$ cat src/rtl/load_store_unit.sv
// rtl/load_store_unit.sv - RV32I load/store unit driving a byte-lane data memory with registered read
// Optional feature macro: LSU_MISALIGN_SPLIT_EN (misaligned accesses split into two word accesses).
module load_store_unit #(
  parameter int MEM_SIZE = 256
) (
  input  logic        Clk_Core,
  input  logic        Rst_Core_N,
  input  logic        Lsu_Req,
  output logic        Lsu_Ready,
  input  logic        Lsu_We,
  input  logic [2:0]  Lsu_Funct3,
  input  logic [31:0] Lsu_Addr,
  input  logic [31:0] Lsu_Wdata,
  output logic [31:0] Lsu_Rdata,
  output logic        Lsu_Done,
  output logic        Lsu_Fault,
  output logic        Read_Ctrl,
  output logic [3:0]  Write_Ctrl,
  output logic [31:0] Mem_Data_Address,
  output logic [31:0] Mem_Data_Write,
  input  logic [31:0] Mem_Data_Read
);

`ifdef LSU_MISALIGN_SPLIT_EN
  localparam bit SplitEn = 1'b1;
`else
  localparam bit SplitEn = 1'b0;
`endif

  typedef enum logic [2:0] {IDLE, ACC0, CAP0, ACC1, CAP1, DONE} state_e;

  state_e      state_q, state_d;
  logic        we_q, we_d;
  logic [2:0]  funct3_q, funct3_d;
  logic [31:0] addr_q, addr_d;
  logic [31:0] wdata_q, wdata_d;
  logic        split_q, split_d;
  logic        fault_q, fault_d;
  logic [31:0] r0_q, r0_d;
  logic [31:0] rdata_q, rdata_d;

  // Request classification, evaluated only while a request can be accepted
  logic        req_legal, req_mis, req_split, req_fault;
  logic [30:0] idx0, idx1;

  always_comb begin
    idx0 = {1'b0, Lsu_Addr[31:2]};
    idx1 = idx0 + 31'd1;
    case (Lsu_Funct3)
      3'b000, 3'b001, 3'b010: req_legal = 1'b1;
      3'b100, 3'b101:         req_legal = !Lsu_We;
      default:                req_legal = 1'b0;
    endcase
    req_mis   = ((Lsu_Funct3[1:0] == 2'b01) && (Lsu_Addr[1:0] == 2'b11)) ||
                ((Lsu_Funct3[1:0] == 2'b10) && (Lsu_Addr[1:0] != 2'b00));
    req_split = req_mis && SplitEn;
    req_fault = !req_legal || (idx0 >= 31'(MEM_SIZE)) ||
                (req_split && (idx1 >= 31'(MEM_SIZE))) || (req_mis && !SplitEn);
  end

  // Byte-lane mask and write data spread over the two-word window
  logic [1:0]  off;
  logic [7:0]  base_mask, mask;
  logic [63:0] wdata_sh;

  always_comb begin
    off = addr_q[1:0];
    case (funct3_q[1:0])
      2'b00:   base_mask = 8'h01;
      2'b01:   base_mask = 8'h03;
      default: base_mask = 8'h0F;
    endcase
    mask     = base_mask << off;
    wdata_sh = {32'b0, wdata_q} << {off, 3'b000};
  end

  // Load alignment; in CAP1 the upper word comes straight off the memory bus
  logic [63:0] rd_pair;
  logic [31:0] rd_sh, load_val;

  always_comb begin
    rd_pair = (state_q == CAP1) ? {Mem_Data_Read, r0_q} : {32'b0, Mem_Data_Read};
    rd_sh   = rd_pair[{off, 3'b000} +: 32];
    case (funct3_q)
      3'b000:  load_val = {{24{rd_sh[7]}}, rd_sh[7:0]};
      3'b001:  load_val = {{16{rd_sh[15]}}, rd_sh[15:0]};
      3'b100:  load_val = {24'b0, rd_sh[7:0]};
      3'b101:  load_val = {16'b0, rd_sh[15:0]};
      default: load_val = rd_sh;
    endcase
  end

  always_comb begin
    state_d          = state_q;
    we_d             = we_q;
    funct3_d         = funct3_q;
    addr_d           = addr_q;
    wdata_d          = wdata_q;
    split_d          = split_q;
    fault_d          = fault_q;
    r0_d             = r0_q;
    rdata_d          = rdata_q;
    Read_Ctrl        = 1'b0;
    Write_Ctrl       = 4'b0;
    Mem_Data_Address = 32'b0;
    Mem_Data_Write   = 32'b0;
    case (state_q)
      IDLE: begin
        if (Lsu_Req) begin
          we_d     = Lsu_We;
          funct3_d = Lsu_Funct3;
          addr_d   = Lsu_Addr;
          wdata_d  = Lsu_Wdata;
          split_d  = req_split;
          fault_d  = req_fault;
          if (req_fault) begin
            rdata_d = 32'b0;
            state_d = DONE;
          end else begin
            state_d = ACC0;
          end
        end
      end
      ACC0: begin
        Mem_Data_Address = {addr_q[31:2], 2'b00};
        if (we_q) begin
          Write_Ctrl     = mask[3:0];
          Mem_Data_Write = wdata_sh[31:0];
          state_d        = split_q ? ACC1 : DONE;
        end else begin
          Read_Ctrl = 1'b1;
          state_d   = CAP0;
        end
      end
      CAP0: begin
        if (split_q) begin
          r0_d    = Mem_Data_Read;
          state_d = ACC1;
        end else begin
          rdata_d = load_val;
          state_d = DONE;
        end
      end
      ACC1: begin
        Mem_Data_Address = {addr_q[31:2] + 30'd1, 2'b00};
        if (we_q) begin
          Write_Ctrl     = mask[7:4];
          Mem_Data_Write = wdata_sh[63:32];
          state_d        = DONE;
        end else begin
          Read_Ctrl = 1'b1;
          state_d   = CAP1;
        end
      end
      CAP1: begin
        rdata_d = load_val;
        state_d = DONE;
      end
      DONE:    state_d = IDLE;
      default: state_d = IDLE;
    endcase
  end

  always_ff @(posedge Clk_Core or negedge Rst_Core_N) begin
    if (!Rst_Core_N) begin
      state_q  <= IDLE;
      we_q     <= 1'b0;
      funct3_q <= 3'b0;
      addr_q   <= 32'b0;
      wdata_q  <= 32'b0;
      split_q  <= 1'b0;
      fault_q  <= 1'b0;
      r0_q     <= 32'b0;
      rdata_q  <= 32'b0;
    end else begin
      state_q  <= state_d;
      we_q     <= we_d;
      funct3_q <= funct3_d;
      addr_q   <= addr_d;
      wdata_q  <= wdata_d;
      split_q  <= split_d;
      fault_q  <= fault_d;
      r0_q     <= r0_d;
      rdata_q  <= rdata_d;
    end
  end

  assign Lsu_Ready = (state_q == IDLE);
  assign Lsu_Done  = (state_q == DONE);
  assign Lsu_Fault = (state_q == DONE) && fault_q;
  assign Lsu_Rdata = rdata_q;

endmodule
$ cat config.mk
export PLATFORM = sky130hd
export DESIGN_NAME = load_store_unit
export DESIGN_NICKNAME = d
export VERILOG_FILES = /design/src/rtl/load_store_unit.sv
export SDC_FILE = /design/constraint.sdc
export NUM_CORES = 1
export LEC_CHECK = 0
export ABC_AREA = 1
export BUFFER_PORTS_ARGS = -buffer_cell sky130_fd_sc_hd__clkbuf_2
export CAP_MARGIN = 40
export CORE_AREA = 2 2 121 211
export CTS_BUF_LIST = sky130_fd_sc_hd__clkbuf_8
export DETAILED_ROUTE_END_ITERATION = 12
export DIE_AREA = 0 0 123 213
export HOLD_SLACK_MARGIN = 0.08
export PLACE_DENSITY = 0.53
export SETUP_SLACK_MARGIN = 0.4
export SLEW_MARGIN = 25
export SYNTH_ARGS = -nofsm -noshare
export SYNTH_HDL_FRONTEND = slang
export SYNTH_SLANG_ARGS = --single-unit
export TNS_END_PERCENT = 20
$ cat constraint.sdc
create_clock -name Clk_Core -period 1.8 [get_ports Clk_Core]
set_clock_uncertainty 0.1 [all_clocks]
set_input_delay 0.09 -clock Clk_Core [delete_from_list [all_inputs] [get_ports Clk_Core]]
set_output_delay 0.09 -clock Clk_Core [all_outputs]
set_load 0.1 [all_outputs]
# --- Yosys cells after proc, flatten, opt, wreduce, memory -nomap -nowiden ---
# Index checks and enable logic that the tools add are counted.
word_totals:
  inputBits: 103
  elab_cells: 71
  output_inout_bits: 104
  register_bits: 104
op_classes:
  eq_ne: 18
  n_mux: 21
  order_cmp: 1
  n_addsub: 1
  shift: 3
  n_reduce_logical: 20
ops:
  columns: ["operator", "count"]
  rows:
  - ["32-bit one-hot mux with 2 select lines", 3]
  - ["32-bit 2-to-1 mux", 4]
  - ["32-bit one-hot mux with 4 select lines", 1]
  - ["64-bit 2-to-1 mux", 1]
  - ["64-bit by 6-bit variable part select with 32-bit output", 1]
  - ["32-bit by 5-bit << shifter with 64-bit output", 1]
  - ["30-bit by 1-bit adder with 30-bit output, second input constant", 1]
  - ["30-bit by 9-bit >= comparator with 1-bit output, second input constant", 1]
  - ["3-bit == test, second input constant", 6]
  - ["4-bit one-hot mux with 2 select lines", 2]
  - ["3-bit one-hot mux with 4 select lines", 1]
  - ["3-bit by 1-bit == test with 1-bit output, second input constant", 3]
  - ["3-bit by 2-bit == test with 1-bit output, second input constant", 3]
  - ["3-bit logical NOT", 3]
  - ["3-bit 2-to-1 mux", 3]
  - ["4-bit 2-to-1 mux", 2]
  - ["8-bit by 2-bit << shifter with 8-bit output", 1]
  - ["2-bit OR reduction", 3]
  - ["2-bit by 1-bit == test with 1-bit output, second input constant", 2]
  - ["2-bit == test, second input constant", 2]
  - ["1-bit logical AND", 3]
  - ["1-bit logical OR", 3]
  - ["1-bit 2-to-1 mux", 3]
  - ["3-bit AND reduction", 1]
  - ["9 further kinds", 10]

# --- Logic depth before layout (Yosys ltp) ---
# Gate-level depths: netlist of run 1.
depth:
  ltp_word: 9
  ltp_mapped: 13
  mapped_depth_nobuf: 10

# --- Worst setup path after synthesis of run 1 ---
# OpenSTA, ideal clock, no wires.
synth_path:
  kind: "reg-to-output"
  from: "register state_q[2]"
  to: "output port Lsu_Fault"
  path_buffers: 0
  arrival_ns: 3.649
  setup_slack_ns: -2.039
  stages_incl_launch_ff: 4
  cell_sequence: "dfrtp_1 -> inv_1 -> nor3_1 -> and2_1"
synth_via:
  elab_chain_len: 2
synth_rtl:
  columns: ["item", "line_no", "text"]
  rows:
  - ["start: declaration", "32", "state_e state_q, state_d;"]
  - ["start signal: assignment", "176", "state_q <= state_d;"]
  - ["3-bit == test", null, null]
  - ["via Lsu_Done", "15", "output logic Lsu_Done,"]
  - ["1-bit logical AND", "190", "assign Lsu_Fault = (state_q == DONE) && fault_q;"]
  - ["end: declaration", "16", "output logic Lsu_Fault,"]
# The timed path passes the listed nets, and every way through them passes these cells.

# --- Worst setup path after layout of run 1 ---
layout_path:
  from: "register addr_q[2]"
  to: "output port Mem_Data_Address[10]"
layout_via:
  elab_chain_len: 2
layout_rtl:
  columns: ["item", "line_no", "text"]
  rows:
  - ["start: declaration", "35", "logic [31:0] addr_q, addr_d;"]
  - ["start signal: assignment", "179", "addr_q <= addr_d;"]
  - ["30-bit by 1-bit adder with 30-bit output", "145", "Mem_Data_Address = {addr_q[31:2] + 30'd1, 2'b00};"]
  - ["32-bit one-hot mux with 2 select lines", "107", "case (state_q)"]
  - ["end: declaration", "19", "output logic [31:0] Mem_Data_Address,"]
# No other way between the ends.

==> impl_metrics.yaml, run 1 <==
status:
  status: "complete, but fails checks"
  violations: "negative setup slack"
place:
  place.gp.congestion: 0.932
  dp_hpwl_um: 23100
  placed_cell_area_um2: 10900
  portBuffers: 204
detailed_routing:
  wl_um: 30900
  routedWlPerCell_um: 17.4
  viasPerCell: 4.94
  dr.pass1.iters: 5
  ant_nets: 0
  drcViolationCount: 0
  via_count: 8793
  drt_iter0_markers: 577
sta:
  setup_slack_ns: -0.557
  final_max_slew_viol_count: 0
  min_period_over_period: 1.31
  fmax_mhz: 424
  hold_viol: 0
  period_needed_ns: 2.36
  max_slew_margin: 0.600
  rsz0062_at_grt: "yes"
  worstMarginPinSlew_ns: 0.600
  setup_tns_ns: -28.24
  setup_viol: 76
synthesis:
  avgSynthCellArea_um2: 6.95
  ys_ff_latch: 104
  yosysWarnings: 0
  syn_area_um2: 7240
  synth_cell_types: 44
  yosysSeqAreaShare: 0.359
  synth_cells: 1043
clock_network:
  cts.sinks: 104
  clk_latency_ns: 0.42
  cts_tree: "done"
  path_clk_slew_ns: 0.11
  cts_buffer_depth: 2
  cts_made_buffers: 9
  htreeDepth: 3
  root_buffer: "clkbuf_8"
global_route:
  grt_max_degree: 59
  grt_first_pass_wirelength_um: 47900
  first_global_vias: 9180
  track_usage: 0.239
  grt_remaining_overflow: 0
  antenna_found_initial: 1
finish:
  final_cell_area_um2: 13300
  final_common_cell: "nand2_1"
  layout_common_cells: "nand2_1 (286), buf_4 (128), clkbuf_2 (101), dfrtp_1 (98), buf_12 (87)"
  syn_to_final_growth_pct: 83.4
  insertedDiodeCount: 0
  layout.nets: 1566
  drive_gt1_frac: 0.423
critical_path:
  crit_buf_inv: 4
  cp-start-kind: "flip-flop"
  end_kind: "primary output"
  path_class: "flip-flop to primary output"
  cp.arrival_ns: 2.17
  crit_slowest_cell: "dfrtp_1"
  slowest_delay_ns: 0.39
  critPathRequiredTime_ns: 1.61
  critical-path-top-delay-family: "buffers and inverters"
  path_max_fanout: 3
  crit_path_cell_trace: "ha_1 > nand4_1 > inv_1 > nand2_1 > nor2_1 > buf_4 > nor2_1 > o22ai_1 > buf_4 > buf_12"
hold_path:
  hold_class: "input pin to asynchronous set/reset pin"
die:
  die_w_um: 123
  start_util: 0.295
  io-pin-count: 207
  die_h_um: 213
  coreArea_um2: 24500
  dieArea_um2: 26200
  num_rows: 76
flow_run:
  maxCapViolCount: 0
tightest hold or removal path, cell delays in order:
cell           delay [ns]
dlygate4sd3_1        0.52
buf_4                0.13
buf_12               0.25
worst paths after layout:
kind                                from              endpoint  slack [ns]  depth (start not counted)
hold reg to reg            Lsu_Rdata[12]         Lsu_Rdata[12]        0.38                          2
setup / recovery               addr_q[2]  Mem_Data_Address[10]       -0.56                         10
max in group asynchronous     Rst_Core_N           wdata_q[27]        1.17                          3
hold / removal                Rst_Core_N            addr_q[20]         0.1                          3
setup reg to reg              state_q[1]         Lsu_Rdata[25]       -0.05                         12
min in group Clk_Core       Lsu_Addr[16]               fault_q        0.12                          6
synth_stat cells:
cell      count  area, µm²
nand4_1      13       81.3
conb_1        1       3.75
o21ai_1      20        100
or2_0         1       6.26
nand3b_1      3       22.5
nor3_1       24        120
inv_1        74        278
a22oi_1       2       15.0
clkbuf_1     14       52.6
clkinv_1      2       7.51
inv_2         8       30.0
mux2_2       33        372
o21ai_0      88        440
ha_1          1       12.5
nor2_1       93        349
xnor2_1       1       8.76
buf_2        27        135
a221oi_1      1       8.76
nor2_4        7       78.8
buf_4        11       82.6
mux2i_1       5       50.1
and2_1        1       6.26
nor2_8        2       40.0
or2_2         2       12.5
o221ai_1      1       8.76
nand3_2      10        100
a31oi_1       3       18.8
o22ai_1      12       75.1
nand2_2       3       18.8
buf_1         2       7.51
buf_6         4       45.0
nand3_1      71        355
xor2_1        5       43.8
o21bai_1      2       15.0
nand3_4       2       35.0
a32o_1        1       10.0
a21oi_1      60        300
nor2_2        2       12.5
o211ai_1      9       67.6
a211oi_1      1       7.51
nor3b_1       2       15.0
nand2_1     311       1170
and3_1        4       25.0
dfrtp_1     104       2600
area by class of cell:
cell class | count | area (µm²)
clock inverter | 7 | 113
fill | 2326 | 11200
clock buffer | 9 | 124
inverter | 84 | 323
sequential | 104 | 2610
tap | 312 | 390
multi-input combinational | 798 | 5010
timing repair buffer | 465 | 4720
flip-flops by register name, summed over array words and instances, names as in the netlist:
| name | count |
|---|---|
| we_q | 1 |
| wdata_q | 32 |
| fault_q | 1 |
| Lsu_Rdata | 32 |
| addr_q | 32 |
| state_q | 3 |
| funct3_q | 3 |
metal layers:
layer  wire length (µm)  GRT usage  share of wire
met1              11000      0.248           0.35
met2              17500      0.465           0.57
met3               1300     0.0323          0.042
met4               1150      0.101          0.037
met5                 12          0        0.00039
kinds of logic after synthesis:
logic type,Yosys count,share of synthesized area
mux,38,0.0582
xor+xnor,6,0.00725
compound gates,200,0.147
other cells,1,0.000518
buf+inv,142,0.0881
fa+ha+maj,1,0.00173
flops,104,0.359
simple gates,551,0.338
stage by stage:
step | hold WS [ns] | instances | worst slack [ns] | utilization
floorplan | -0.306 | 1044 | -1.00 | -
global placement | 0.00268 | 1642 | -0.347 | 0.445
detailed placement | 0.00683 | 1642 | -0.312 | 0.445
CTS | 0.0880 | 1762 | -0.526 | 0.523
global route | 0.138 | 1779 | -0.662 | 0.542
finish | 0.0968 | 1779 | -0.557 | 0.542
what timing repair did:
action                     in CTS  in global routing
gates resized for setup       175                 88
setup endpoints to repair     205                174
gates cloned                    2                  0
hold buffers                   86                  0
setup buffers                  16                 17
hold endpoints to repair      186                  0
pin swaps                      35                 32
Power of run 1 is not shown: default switching activity piles up to over one toggle a cycle in this logic, so the estimate is an artifact.
==> run 2, diff against run 1 <==
Settings changed: PLACE_DENSITY 0.53 to 0.55.
Clock period 1.8 ns to 2 ns, I/O delays scaled along.
==> run 2 against run 1 <==
The flow still finishes with violations (negative setup slack). Critical endpoint is now Mem_Data_Address[16]. Largest cell class unchanged. Critical path depth fell by 1. Via count shrank 2.7%. First-iteration DRC count shrank 11%. Final cell count decreased by 4.2%.
==> impl_metrics.yaml, run 2 (synthesis gave the netlist of run 1 again) <==
status:
  status: "complete, but fails checks"
  violations: "negative setup slack"
global_route:
  antenna_found_initial: 0
  grt_remaining_overflow: 0
  grtUsageMet2: 0.421
  top_usage_layer: "met2"
  grt_max_degree: 77
  first_global_vias: 8636
  track_usage: 0.224
  use_met1: 0.242
  grt_first_pass_wirelength_um: 45300
  grtUsageMet3: 0.0302
clock_network:
  cts.sinks: 104
  path_clk_slew_ns: 0.11
  cts_buffer_depth: 2
  cts_made_buffers: 9
  htreeDepth: 3
  clk_latency_ns: 0.41
  cts_tree: "done"
  root_buffer: "clkbuf_8"
sta:
  min_period_over_period: 1.21
  worstMarginPinSlew_ns: 0.578
  setup_viol: 62
  rsz0062_at_grt: "yes"
  final_max_slew_viol_count: 0
  setup_tns_ns: -18.24
  hold_viol: 0
  setup_slack_ns: -0.425
  max_slew_margin: 0.616
  period_needed_ns: 2.42
  fmax_mhz: 412
  hold_ws_ns: 0.117
die:
  num_rows: 76
  io-pin-count: 207
  coreArea_um2: 24500
  start_util: 0.295
  dieArea_um2: 26200
  die_w_um: 123
  die_h_um: 213
detailed_routing:
  dr.pass1.iters: 5
  drt_iter0_markers: 516
  via_count: 8557
  viasPerCell: 5.02
  ant_nets: 0
  drcViolationCount: 0
  wl_um: 29200
  routedWlPerCell_um: 17.1
place:
  place.gp.congestion: 0.891
  portBuffers: 204
  dp_hpwl_um: 21600
flow_run:
  maxCapViolCount: 0
finish:
  syn_to_final_growth_pct: 71.6
  final_common_cell: "nand2_1"
  layout.nets: 1492
  insertedDiodeCount: 0
  drive_gt1_frac: 0.406
  layout_common_cells: "nand2_1 (281), clkbuf_2 (133), dfrtp_1 (93), dlygate4sd3_1 (81), buf_12 (79)"
critical_path:
  end_kind: "primary output"
  cp.arrival_ns: 2.22
  cp-start-kind: "flip-flop"
  critPathRequiredTime_ns: 1.80
  path_max_fanout: 3
  path_class: "flip-flop to primary output"
hold_path:
  hold_class: "input pin to flip-flop"
[run 2: repair_timing]
item / 4_1_cts / 5_1_grt
gates cloned: 0 / 1
setup endpoints to repair: 172 / 173
pin swaps: 36 / 32
hold endpoints to repair: 181 / 0
hold buffers: 81 / 0
setup buffers: 18 / 13
resized for setup: 158 / 66
[run 2: worst paths after layout]
path	start	end	slack, ns	cells past startpoint
setup reg to reg	state_q[0]	wdata_q[15]	0.05	8
setup / recovery	addr_q[3]	Mem_Data_Address[16]	-0.42	9
hold reg to reg	Lsu_Rdata[1]	Lsu_Rdata[1]	0.38	2
hold / removal	Mem_Data_Read[23]	Lsu_Rdata[31]	0.12	5
min in group asynchronous	Rst_Core_N	addr_q[20]	0.61	3
max in group asynchronous	Rst_Core_N	Lsu_Rdata[25]	0.61	4
[run 2: metal layers]
layer | wire (µm) | up-vias | part of all wire
met5 | 0 | - | 0
met4 | 1330 | 0 | 0.046
met3 | 1380 | 67 | 0.047
met2 | 16100 | 289 | 0.55
met1 | 10400 | 4053 | 0.36
li1 | - | 4148 | -
[run 2: final cells by class]
type / instances / area, µm²
clock inverter: 7 / 67.6
timing repair buffer: 391 / 3920
inverter: 84 / 328
sequential: 104 / 2620
multi-input combinational: 798 / 4980
tap: 312 / 390
clock buffer: 9 / 124
fill: 2380 / 12100
[run 2: metrics by stage]
step	worst slack (ns)	util	instances	area (µm²)
2_1_floorplan	-0.810	-	1044	7550
3_3_place_gp	-0.165	0.421	1576	10300
3_5_place_dp	-0.126	0.421	1576	10300
4_1_cts	-0.352	0.491	1691	12000
5_1_grt	-0.505	0.507	1705	12400
6_report	-0.425	0.507	1705	12400
[run 2: critical path, stage by stage, from the launching register on]
cell and delay (ns):
dfrtp_1 0.40, ha_2 0.20, nand4_1 0.18, buf_4 0.20, nor2_4 0.12, nand2_2 0.09
o21ai_1 0.13, nor3b_2 0.18, buf_4 0.16, buf_12 0.17
Power of run 2 is left out for the same reason.
